==> config.mk <==
export PLATFORM = sky130hd
export DESIGN_NAME = id_branch_stage
export DESIGN_NICKNAME = d
export VERILOG_FILES = /design/src/rtl/id_branch_stage.sv
export SDC_FILE = /design/constraint.sdc
export NUM_CORES = 1
export LEC_CHECK = 0
export ABC_AREA = 1
export CORE_MARGIN = 2
export CORE_UTILIZATION = 48
export DETAILED_ROUTE_END_ITERATION = 12
export HOLD_SLACK_MARGIN = 0.05
export PLACE_DENSITY = 0.95
export SLEW_MARGIN = 0
export SYNTH_ARGS = -nofsm -noshare
export SYNTH_HDL_FRONTEND = slang
export SYNTH_SLANG_ARGS = --single-unit
==> constraint.sdc <==
create_clock -name clk -period 10.9 [get_ports clk]
set_input_delay 3.27 -clock clk [delete_from_list [all_inputs] [get_ports clk]]
set_output_delay 3.27 -clock clk [all_outputs]
set_load 0.005 [all_outputs]
==> src/rtl/id_branch_stage.sv <==
// id_branch_stage: IF/ID pipeline register with ID-stage branch resolution, PC redirect and perf counters
// Ports: clk/rst (async active-low); if_* fetch inputs; ext_flush/stall/forwardA/forwardB control;
//        rs1_data/rs2_data/ex_mem_alu_result operands; id_* registered IF/ID outputs and decoded fields;
//        branch_taken/branch_target/pc_write_en/id_ex_bubble combinational; br/taken/stall_cnt saturating.
module id_branch_stage #(
  parameter int          XLEN  = 32,
  parameter int          CNT_W = 16,
  parameter logic [31:0] NOP   = 32'h0000_0013
) (
  input  logic             clk,
  input  logic             rst,
  input  logic [XLEN-1:0]  if_pc,
  input  logic [31:0]      if_inst,
  input  logic             if_valid,
  input  logic             ext_flush,
  input  logic             stall,
  input  logic             forwardA,
  input  logic             forwardB,
  input  logic [XLEN-1:0]  rs1_data,
  input  logic [XLEN-1:0]  rs2_data,
  input  logic [XLEN-1:0]  ex_mem_alu_result,
  output logic [XLEN-1:0]  id_pc,
  output logic [31:0]      id_inst,
  output logic             id_valid,
  output logic [4:0]       id_opcode,
  output logic [4:0]       id_rs1,
  output logic [4:0]       id_rs2,
  output logic             branch_taken,
  output logic [XLEN-1:0]  branch_target,
  output logic             pc_write_en,
  output logic             id_ex_bubble,
  output logic [CNT_W-1:0] br_cnt,
  output logic [CNT_W-1:0] taken_cnt,
  output logic [CNT_W-1:0] stall_cnt
);
  localparam logic [4:0] OPCODE_Branch = 5'b11000;
  typedef enum logic [1:0] {RUN, HOLD, FLUSH} state_t;
  state_t state, stateNext;
  logic [XLEN-1:0] opA, opB, bImm;
  logic [2:0] funct3;
  logic isBr, cond, eq, lt, ltu;
  function automatic logic [CNT_W-1:0] satInc(input logic [CNT_W-1:0] c, input logic e);
    return (e && !(&c)) ? c + 1'b1 : c;
  endfunction
  assign id_opcode = id_inst[6:2];
  assign id_rs1    = id_inst[19:15];
  assign id_rs2    = id_inst[24:20];
  assign funct3    = id_inst[14:12];
  always_comb begin
    opA           = forwardA ? ex_mem_alu_result : rs1_data;
    opB           = forwardB ? ex_mem_alu_result : rs2_data;
    bImm          = {{(XLEN-12){id_inst[31]}}, id_inst[7], id_inst[30:25], id_inst[11:8], 1'b0};
    eq            = opA == opB;
    lt            = $signed(opA) < $signed(opB);
    ltu           = opA < opB;
    cond          = funct3 == 3'b000 ? eq  :
                    funct3 == 3'b001 ? !eq :
                    funct3 == 3'b100 ? lt  :
                    funct3 == 3'b101 ? !lt :
                    funct3 == 3'b110 ? ltu :
                    funct3 == 3'b111 ? !ltu : 1'b0;
    isBr          = id_valid && id_opcode == OPCODE_Branch;
    branch_taken  = isBr && cond && !stall && !ext_flush;
    branch_target = id_valid ? id_pc + bImm : '0;
    pc_write_en   = !stall || ext_flush;
    id_ex_bubble  = stall || ext_flush || !id_valid;
    // FLUSH ignores stall: its IF/ID slot is a NOP, so there is nothing to hold.
    stateNext     = ext_flush                       ? FLUSH :
                    state == FLUSH                  ? RUN   :
                    stall                           ? HOLD  :
                    (state == RUN && branch_taken)  ? FLUSH : RUN;
  end
  always_ff @(posedge clk or negedge rst) begin
    if (!rst) begin
      state     <= RUN;
      id_pc     <= '0;
      id_inst   <= NOP;
      id_valid  <= 1'b0;
      br_cnt    <= '0;
      taken_cnt <= '0;
      stall_cnt <= '0;
    end else begin
      state     <= stateNext;
      br_cnt    <= satInc(br_cnt, isBr && !stall && !ext_flush);
      taken_cnt <= satInc(taken_cnt, branch_taken);
      stall_cnt <= satInc(stall_cnt, stall && isBr);
      if (ext_flush || branch_taken) begin
        id_pc    <= if_pc;
        id_inst  <= NOP;
        id_valid <= 1'b0;
      end else if (!stall) begin
        id_pc    <= if_pc;
        id_inst  <= if_inst;
        id_valid <= if_valid;
      end
    end
  end
endmodule

# Yosys cells after proc, flatten, opt, wreduce, memory -nomap -nowiden
# Index checks and enable logic that the tools add are counted.
word_totals:
  ram_bits: 0
  elab_cells: 62
  rom_bits: 0
  ff_bits: 113
  latch_bits: 0
  out_inout_bits: 163
  n_memories: 0
classes:
  mul: 0
  bitwise_logic: 0
  reduce_logical: 27
  n_eq_ne: 8
  magnitude_cmp: 2
  n_addsub: 4
  shift: 0
  div_mod_pow: 0
  n_mux: 15
ops:
  columns: ["cell", "count"]
  rows:
  - ["2-to-1 mux 32 bit", 7]
  - ["less-than comparator 32 bit", 2]
  - ["adder 16 x 1 -> 16 bit, second input constant", 3]
  - ["AND reduction 16 bit", 3]
  - ["adder 32 bit", 1]
  - ["== test 32 bit", 1]
  - ["== test 3 bit, second input constant", 4]
  - ["logical AND 1 bit", 10]
  - ["zero test 1 bit", 9]
  - ["2-to-1 mux 1 bit", 8]
  - ["== test 5 bit, second input constant", 1]
  - ["logical OR 1 bit", 4]
  - ["== test 3 x 1 -> 1 bit, second input constant", 1]
  - ["zero test 3 bit", 1]
  - ["!= test 2 x 1 -> 1 bit, second input constant", 1]

# Longest topological paths before layout
# Gate-level depths: netlist (run 1).
depth:
  ltp_word: 14
  ltp_mapped: 24

# Least setup slack after synthesis (run 1)
# No wires, ideal clock.
synth_timing:
  path_type: "in2out"
  startpoint: "in forwardA"
  endpoint: "out branch_taken"
  path_slack_ns: 2.102
  t_required_ns: 7.630
  n_path_buf: 3
  cell_stages: 14
  t_arrival_ns: 5.528
  cell_sequence: "clkbuf_1 -> buf_1 -> clkbuf_1 -> a21oi_1 -> ha_1 -> nand2_1 -> nor2_1 -> nand2_1 -> nor4_2 -> nand2_1 -> a31oi_1 -> nand2_2 -> nand3_1 -> inv_1"
synth_via:
  elab_chain_cells: 12
  word_cells_on_any_way: 16
synth_lines:
  columns: ["item", "line_no", "rtl"]
  rows:
  - ["from (decl)", "17", "input logic forwardA,"]
  - ["2-to-1 mux 32 bit *", "50", "opA = forwardA ? ex_mem_alu_result : rs1_data;"]
  - ["less-than comparator 32 bit", "55", "ltu = opA < opB;"]
  - ["zero test 1 bit", "61", "funct3 == 3'b111 ? !ltu : 1'b0;"]
  - ["2-to-1 mux 1 bit", "61", null]
  - ["2-to-1 mux 1 bit", "60", "funct3 == 3'b110 ? ltu :"]
  - ["2-to-1 mux 1 bit", "59", "funct3 == 3'b101 ? !lt :"]
  - ["2-to-1 mux 1 bit", "58", "funct3 == 3'b100 ? lt :"]
  - ["2-to-1 mux 1 bit", "57", "funct3 == 3'b001 ? !eq :"]
  - ["2-to-1 mux 1 bit *", "56", "cond = funct3 == 3'b000 ? eq :"]
  - ["logical AND 1 bit * (3 in series)", "63", "branch_taken = isBr && cond && !stall && !ext_flush;"]
  - ["to (decl)", "28", "output logic branch_taken,"]
# Mark *: on every way between the ends. The rest lies on a longest branch, timed or not.

# Worst setup path in the final report (run 1)
# Ends and elaborated chain as after synthesis.

==> results of run 1 <==
## logic make-up (layout without fill, tap and decap cells)
group | count (synthesis) | in the layout | share of synthesized area [%]
buf+inv | 134 | 459 | 6.99
flops | 113 | 113 | 34.2
compound gates | 155 | 155 | 10.0
fa+ha+maj | 66 | 66 | 10.1
xor+xnor | 45 | 45 | 4.76
simple gates | 549 | 549 | 28.4
mux | 43 | 43 | 5.53
## worst max-delay path, cell delays in order
cell and delay [ns]:
clkdlybuf4s50_1 0.85, buf_4 0.42, mux2_2 0.38, ha_1 0.31, nand2_1 0.08, nand2_1 0.06
nand2_1 0.08, nand2_1 0.05, nand2_1 0.05, nand2_1 0.05, nand2_1 0.05, nand2_1 0.05
nand2_1 0.07, nand2_1 0.05, nand2_1 0.06, nand3_1 0.11, nand2_2 0.15, nand3_1 0.11
inv_1 0.12, clkdlybuf4s50_1 0.51
## power by group
group / total [mW] / internal [mW] / switching [mW]
Clock: 0.524 / 0.297 / 0.226
Sequential: 0.461 / 0.438 / 0.0226
Combinational: 0.329 / 0.170 / 0.159
Total: 1.31 / 0.906 / 0.407
## registers in the layout, indices dropped and copies added, names as in the netlist
register / flops
taken_cnt: 16
id_valid: 1
id_pc: 32
stall_cnt: 16
id_inst: 32
br_cnt: 16
## per-layer routing
layer	wire length [um]	vias up	global-route usage, %
met5	0	-	0
met4	894	0	11.5
met3	2060	80	7.00
met2	13700	379	52.8
met1	11200	4261	36.6
li1	-	4262	-
## layout make-up
| cell class | instances | area share (%) |
|---|---|---|
| inverter | 94 | 2.91 |
| sequential | 113 | 23.2 |
| multi-input combinational | 858 | 39.9 |
| clock buffer | 18 | 3.52 |
| clock inverter | 14 | 0.994 |
| timing repair buffer | 333 | 27.2 |
| tap | 225 | 2.31 |
## layout by cell type, fill, tap and decap left out, types with 3 or more instances in the layout
master / n
buf_4: 5
o21a_1: 4
dfrtp_1: 110
o21ai_0: 53
nor3_1: 15
nor2_1: 90
mux2i_1: 21
clkinv_4: 3
clkinvlp_4: 3
nor2_4: 6
xor2_1: 28
ha_1: 65
nand4_1: 19
a21o_1: 5
mux2_2: 22
inv_6: 7
nand3_1: 42
clkbuf_16: 17
a31oi_1: 4
nand3_2: 4
dfstp_2: 3
nand2_1: 349
inv_1: 89
a21oi_1: 79
nor4_1: 5
nand2_2: 6
xnor2_1: 17
clkdlybuf4s50_1: 327
## worst max-delay path by stage
| stage | start | endpoint | slack (ns) | cells past startpoint |
|---|---|---|---|---|
| floorplan | forwardA | branch_taken | 2.10 | 14 |
| global placement | forwardA | branch_taken | 0.85 | 17 |
| detailed placement | forwardA | branch_taken | 0.78 | 20 |
| CTS | forwardA | branch_taken | 0.75 | 11 |
| global route | forwardA | branch_taken | 0.49 | 20 |
| finish | forwardA | branch_taken | 0.74 | 20 |
==> reports/results.tsv, run 1 <==
stage	metric	value	unit
final_layout	final cell count without fillers	1655	
final_layout	share of layout cells above drive strength 1	6.29	%
clocking	Clock Root Buffer	clkbuf_16	
worst_setup_path	worst reg2reg endpoint	br_cnt[13]	
synthesis	register area share after synthesis	34.2	%
placed_design	I/O Buffers	329	
min_path	WHS Endpoint	id_inst[1]	
sta	RSZ-0062 raised after global routing	false	
final_layout	fin area	0.0122	mm^2
synthesis	Synth Flop Type	dfrtp_1	
sta	Period minus WS final	10.16	ns
synthesis	Synth top cells by count	349 x nand2_1, 110 x dfrtp_1, 91 x nor2_1, 89 x inv_1, 79 x a21oi_1	
routing	first-pass detailed-route iteration total	5	
clocking	Clock Path Buffers	2	
routing	Residual DRC	0	
synthesis	Synth warnings	0	
worst_setup_path	Worst Reg-to-Reg Cells	12	
worst_setup_path	Worst R2R Start	id_valid	
power_and_ir_drop	P_leak	5.84	nW
placed_design	worst slack, placed	0.781	ns
placed_design	Area after DPL	0.0117	mm^2
sta	Worst slew margin	35.9	%
floorplanning	num rows	48	
synthesis	top area cells in the synthesized netlist	dfrtp_1 33%, nand2_1 16%, ha_1 9.8%, a21oi_1 4.8%, nor2_1 4.1%	
min_path	worst hold stages	2	
floorplanning	# IOs	330	
placed_design	DP Cell Count	1623	
routing	drt initial violations	634	
final_layout	fill cell count	1282	
worst_setup_path	R2R Setup Slk	7.93	ns
clocking	Post-CTS Resized	0	
routing	vias	8982	
sta	Slew Limit Fails	0	
worst_setup_path	critical path peak fanout	31	
sta	Max Clock Freq	0.0984	GHz
global_routing	Total GRT Usage	30.3	%
floorplanning	Die Height	135	um
routing	Wirelength per Cell	16.8	um
power_and_ir_drop	power consumption	1.31	mW
sta	Clock Skew	0.0134	ns
synthesis	Gate Count Post-Synth	1105	
synthesis	number of synthesized flops with an enable pin	0	
power_and_ir_drop	pwr/cell area	108	mW/mm^2
sta	Final Hold Fails	0	
run_status	outcome	completed	
sta	worst-margin pin slew	0.961	ns
synthesis	Netlist Area Pre-Place	0.00827	mm^2
worst_setup_path	crit end category	output port	
sta	final setup vio count	0	
clocking	Worst-path clk slew	0.06	ns
final_layout	register area	0.00283	mm^2
clocking	CTS Buf Count	17	
synthesis	Synth Net Count	1338	
floorplanning	Die ar.	0.0183	mm^2
power_and_ir_drop	peak supply drop	0.104	mV
global_routing	first-pass GRT wire length	44200	um
worst_setup_path	Crit Path Class	primary input to output port	
floorplanning	core area	0.0171	mm^2
sta	Hold Slack	0.496	ns
clocking	CTS Hold Bufs	0	
synthesis	Post-synth ARST share	100	%
synthesis	most frequent cell after synthesis	nand2_1	
run	MaxCap Viol Count	0	
sta	setup ws final	0.739	ns
worst_setup_path	arrival time worst endpoint	6.89	ns
placed_design	GPL Wtd Cong	0.951	
worst_setup_path	type of origin of the critical path	primary input	
synthesis	area leader, netlist	dfrtp_1	
synthesis	Post-Syn Area per Cell	7.49	um^2
synthesis	Distinct cells, synth	47	
final_layout	Multi-input gate area	0.00487	mm^2
floorplanning	Initial Util	48.5	%
synthesis	top-area cell type share of the netlist area	33.3	%
routing	Routed Antenna Nets	0	
global_routing	grt ovf	0	
synthesis	#FFs+latches synth	113	
min_path	Hold Path Origin	id_inst[1]	
global_routing	largest net degree at the start of global routing	67	
placed_design	DP Wirelength	21200	um
routing	final wirelength	27800	um
final_layout	ANT cells	0	
final_layout	Util after Layout	71.6	%
sta	setup TNS	0	ns
final_layout	P&R area growth vs syn	47.5	%
clocking	htree depth	4	
clocking	number of clock sinks	113	
clocking	TritonCTS clock tree	done	
clocking	Post-CTS Setup Bufs	0	
worst_setup_path	Req. time, crit path	7.63	ns
min_path	hold crit path type	flop to flop	
sta	fin crit share	93.2	%
floorplanning	chip width	135	um
final_layout	count of nets after finishing	1650	
global_routing	antenna violations before repair	0	
clocking	Skew-Pair Late Insertion Delay	0.42	ns
global_routing	vias in the first global route	8830	
routing	Vias/cell	5.43	
Power figures use the tool's default switching activity.
==> run 2: changes to the inputs <==
CAP_MARGIN = 20   (was unset)
==> results of run 2 <==
Same layout as run 1: the final DEF is identical, and so are final timing and power.
